<file path="config.mk">
export PLATFORM = sky130hd
export DESIGN_NAME = pc_ctrl
export DESIGN_NICKNAME = d
export VERILOG_FILES = /design/src/rtl/pc_ctrl.sv
export SDC_FILE = /design/constraint.sdc
export NUM_CORES = 1
export LEC_CHECK = 0
export ABC_AREA = 1
export ABC_CLOCK_PERIOD_IN_PS = 1700
export BUFFER_PORTS_ARGS = -buffer_cell sky130_fd_sc_hd__clkbuf_2
export CAP_MARGIN = 0
export CORE_ASPECT_RATIO = 1.75
export CORE_UTILIZATION = 55
export CTS_BUF_LIST = sky130_fd_sc_hd__clkbuf_2
export DETAILED_ROUTE_END_ITERATION = 8
export PLACE_DENSITY = 0.75
export RECOVER_POWER = 50
export SLEW_MARGIN = 20
export SYNTH_ARGS = -nofsm -noshare
export SYNTH_HDL_FRONTEND = slang
export SYNTH_SLANG_ARGS = --single-unit
</file>
<file path="constraint.sdc">
create_clock -name clk -period 1.7 [get_ports clk]
set_clock_uncertainty 0.1 [all_clocks]
set_input_delay 0.425 -clock clk [delete_from_list [all_inputs] [get_ports clk]]
set_output_delay 0.425 -clock clk [all_outputs]
set_load 0.005 [all_outputs]
</file>
<file path="src/rtl/pc_ctrl.sv">
// Next-PC/fetch controller with branch-target LUT and IDLE/RUN/DONE sequencing; next PC one cycle after inputs, no bubble on taken branches.
// Backpressure: stall freezes pc, br_cnt and state in RUN; LUT writes proceed regardless.
module pc_ctrl #(
   parameter int PC_W   = 10,
   parameter int LUT_AW = 5
) (
   input  logic              clk,
   input  logic              rst_n,
   input  logic              start,
   input  logic [PC_W-1:0]   start_addr,
   input  logic              stall,
   input  logic              halt_i,
   input  logic              branch_en,
   input  logic              taken,
   input  logic [LUT_AW-1:0] tgt_idx,
   input  logic              lut_we,
   input  logic [LUT_AW-1:0] lut_waddr,
   input  logic [PC_W-1:0]   lut_wdata,
   output logic [PC_W-1:0]   pc,
   output logic              fetch_valid,
   output logic              done,
   output logic [7:0]        br_cnt
);

   localparam int LUT_N = 2 ** LUT_AW;

   typedef enum logic [1:0] {
      IDLE = 2'd0,
      RUN  = 2'd1,
      DONE = 2'd2
   } state_t;

   state_t            state_q, state_d;
   logic [PC_W-1:0]   pc_q, pc_d;
   logic [7:0]        br_cnt_q, br_cnt_d;
   logic [PC_W-1:0]   lut [LUT_N];
   logic [PC_W-1:0]   br_tgt;

   // Combinational read sees the pre-write entry on a same-edge write+branch.
   assign br_tgt = lut[tgt_idx];

   always_ff @(posedge clk or negedge rst_n) begin
      if (!rst_n) begin
         state_q  <= IDLE;
         pc_q     <= '0;
         br_cnt_q <= '0;
      end else begin
         state_q  <= state_d;
         pc_q     <= pc_d;
         br_cnt_q <= br_cnt_d;
      end
   end

   always_ff @(posedge clk or negedge rst_n) begin
      if (!rst_n) begin
         for (int i = 0; i < LUT_N; i++) begin
            lut[i] <= '0;
         end
      end else if (lut_we) begin
         lut[lut_waddr] <= lut_wdata;
      end
   end

   always_comb begin
      state_d  = state_q;
      pc_d     = pc_q;
      br_cnt_d = br_cnt_q;
      case (state_q)
         IDLE, DONE: begin
            if (start) begin
               state_d  = RUN;
               pc_d     = start_addr;
               br_cnt_d = '0;
            end
         end
         RUN: begin
            if (start) begin
               pc_d     = start_addr;
               br_cnt_d = '0;
            end else if (stall) begin
               state_d = RUN;
            end else if (halt_i) begin
               // pc stays on the halt instruction; a coincident taken branch is dropped
               state_d = DONE;
            end else if (branch_en && taken) begin
               pc_d     = br_tgt;
               br_cnt_d = (br_cnt_q == 8'hFF) ? br_cnt_q : br_cnt_q + 8'd1;
            end else begin
               pc_d = pc_q + {{(PC_W-1){1'b0}}, 1'b1};
            end
         end
         default: begin
            state_d = IDLE;
         end
      endcase
   end

   always_comb begin
      pc          = pc_q;
      br_cnt      = br_cnt_q;
      fetch_valid = (state_q == RUN);
      done        = (state_q == DONE);
   end

endmodule

</file>
==> flow_summary.yaml <==
clocking:
  clockBufferDepth: 3
  cts_max_level: 3
  clk_latency_ps: 980
  cts_tree: "yes"
  numClockSinks: 340
  cts_root_buf: "clkbuf_2"
  cts_made_buffers: 75
  path_clk_slew_ps: 130
die:
  placementRows: 82
  die_x_um: 131
  chipHeight_um: 228
  initial_core_util_pct: 56.0
  fp.coreArea_um2: 28600
  pin_count: 58
  die-area_um2: 29900
critical_path:
  reg2reg_slack_ps: -420
  slowest_stage: "dfrtp_1"
  crit_start: "state_q[0]$_DFFE_PN0P_"
  max_stage_delay_ps: 430
  cp.required_ps: 1170
  worstSetupPathType: "reg2out"
  critical-path-top-delay-family: "flip-flops"
  reg2reg_depth: 12
  critPathLaunchType: "register"
  crit_chain: "inv_2, nor2_4, clkbuf_2"
  cp_max_fo: 5
  end_kind: "primary output"
  crit_cells: 3
  setup.worst_path.end: "fetch_valid"
  arrival_ps: 1750
  crit_buf_inv: 2
  worstReg2RegEnd: "br_cnt[5]$_DFFE_PN0P_"
  r2r_start: "br_cnt[0]$_DFFE_PN0P_"
logic_synthesis:
  synth_area_per_cell_um2: 7.84
  synth_area_um2: 16000
  synthSimpleGateAreaFrac_pct: 29.3
  syn_nets: 2087
  yosysWarnings: 0
  synthXorXnorAreaFrac_pct: 0.164
  synth_compound_area_share_pct: 11.5
  synth.largest_area_cell: "dfrtp_1"
  synthTopCellsByArea: "dfrtp_1 53%, nand2_1 18%, nand3_1 8.6%"
  synth_top_family_by_area: "simple AND/OR/NAND/NOR gates"
  netlist.area_leader.share_pct: 53.0
  synth_mux_area_share_pct: 0
  synth_fa_ha_area_share_pct: 0.156
  ys_ff_latch: 340
  synthCells: 2047
  yosysUniqueCellTypes: 31
  yosysSeqAreaShare_pct: 53.0
run_status:
  status: "finished, violations left"
  violations: "setup timing"
global_route:
  grt_first_pass_wirelength_mm: 78.1
  antenna_found_initial: 1
  overflow: 0
  grtUsageTotal_pct: 33.3
  grt_pass1_vias: 15200
  grt_max_degree: 78
placement:
  dp_hpwl_mm: 31.3
  place_congestion: 0.904
  dp_slack_ps: -360
  io_buffers: 57
timing:
  hold_ws_ps: 68.8
  post-route-period-util_pct: 134
  fin_ws_ps: -579
  finalHoldViolCount: 0
  slew_headroom_pct: 57.4
  rsz0062_at_grt: "yes"
  finalMaxSlewViolations: 0
  tns_ps: -21430
  period_needed_ps: 2280
  worstMarginPinSlew_ps: 639
  fmax_ghz: 0.439
  finalSetupViolCount: 128
layout:
  synthToLayoutAreaGrowth_pct: 20.4
  post_route_cells_drive_above_1_share_pct: 18.6
  final_nets: 2309
route:
  wire_per_inst_um: 18.8
  drt_iter0_markers: 1282
  drc_errors: 0
  vias: 15700
  drt-vias-per-instance: 5.81
  wirelength_mm: 50.7
  drtAntennaViolNets: 0
  first_pass_iters: 8
power_and_ir_drop:
  p_per_area_nw_per_um2: 1110
  peakVddDrop_mv: 0.680
  p_leak_uw: 0.00944
run:
  cap_violations: 0
hold_path:
  min_from: "lut_waddr[1]"
  min-delay-path-class: "in2reg"
==> cells by family after synthesis <==
logic type               after synthesis
adder cells (fa/ha/maj)                2
AND/OR/NAND/NOR                     1134
buffers and inverters                207
flip-flops                           340
XOR/XNOR                               3
AO/OA/AOI/OAI                        361
==> state kept, by name, summed over array words and instances, names as in the netlist <==
register  cells
state_q       2
br_cnt        8
lut         320
pc           10
==> timing repair <==
item | 4_1_cts | 5_1_grt
hold endpoints to repair | 680 | 18
gates resized for setup | 28 | 60
pin swaps | 9 | 20
hold buffers | 41 | 2
buffers inserted | 23 | 31
cloned | 0 | 2
endpoints found under the setup margin | 27 | 100
==> worst register-to-register path: stages, from the launching register on <==
cell and delay (ps):
dfrtp_1 430, buf_6 130, buf_6 110, buf_6 110, ha_4 160, nand2_4 60
nor2_2 50, nand4_1 130, nand2_2 80, a21oi_4 250, buf_6 150, nand2_2 70
a22oi_2 190
==> power by group <==
part           total (uW)  switching (uW)  internal (uW)
registers           10700            1040           9700
clock network        4810            3150           1650
logic                5860            3270           2590
==> how the worst min path moves through the flow <==
stage | to | depth (start not counted) | slack, ps
floorplan | br_cnt[0]$_DFFE_PN0P_ | 0 | 30
global placement | lut[312]$_DFFE_PN0P_ | 1 | 170
detailed placement | lut[312]$_DFFE_PN0P_ | 1 | 170
CTS | lut[272]$_DFFE_PN0P_ | 6 | 10
global route | lut[105]$_DFFE_PN0P_ | 7 | 50
finish | lut[105]$_DFFE_PN0P_ | 7 | 70
==> cells in the mapped netlist <==
cell and instances:
a211oi_1 1, buf_6 13, buf_1 5, buf_4 4
or2_2 2, nor3_4 3, xnor2_1 1, o21ai_0 251
inv_1 32, buf_2 40, a21oi_2 1, o21ai_1 27
clkinv_1 1, ha_1 2, a21oi_1 67, nand4_1 3
clkbuf_1 103, a22oi_1 2, dfrtp_1 340, inv_2 8
nor2_4 2, xor2_1 2, nor3_2 1, o21a_1 11
nor3_1 10, nor2_1 71, nand3_1 275, nor4_2 1
nand2_1 766, inv_4 1, o31ai_1 1
==> layout by cell type, fill, tap and decap left out, types with 3 or more instances in the layout <==
cell and n:
a21oi_2 3, buf_4 121, nor3_4 4, clkbuf_4 11, nand4_1 3, clkinv_2 7, clkbuf_2 177, nand2_4 3
nand3_1 269, nand2_2 5, nor2_4 4, a21oi_1 63, buf_6 15, dlygate4sd3_1 37, dfrtp_1 336, o21a_1 11
clkbuf_1 10, nand2_1 758, dfrtp_2 4, o21ai_1 27, nor3_1 9, buf_12 39, o21ai_0 251, nor2_1 67
nand3_2 4, inv_1 28, inv_2 13, clkinv_1 13
==> area by class of cell <==
cell class	instances	area, um2
inverter	42	165
tap	378	473
antenna	2	5.00
sequential	340	8510
clock inverter	21	87.6
clock buffer	105	526
multi-input combinational	1500	6780
timing repair buffer	310	2760
fill	2261	9320
==> metrics by stage <==
stage | total power (uW) | area, um2 | std cells | util (%)
2_1_floorplan | 13500 | 16000 | 2047 | -
3_3_place_gp | 15300 | 18000 | 2480 | 62.9
3_5_place_dp | 15500 | 18000 | 2480 | 62.9
4_1_cts | 20700 | 19300 | 2668 | 67.4
5_1_grt | 22700 | 19300 | 2698 | 67.5
6_report | 21400 | 19300 | 2698 | 67.5
==> layer usage <==
layer / share of wire (%) / vias to the layer above / GRT usage (%)
met5: 0 / - / 0
li1: - / 7163 / -
met1: 37 / 7483 / 38.1
met3: 6.5 / 255 / 5.93
met4: 7.3 / 0 / 24.5
met2: 49 / 787 / 55.9
Power figures use the tool's default switching activity.
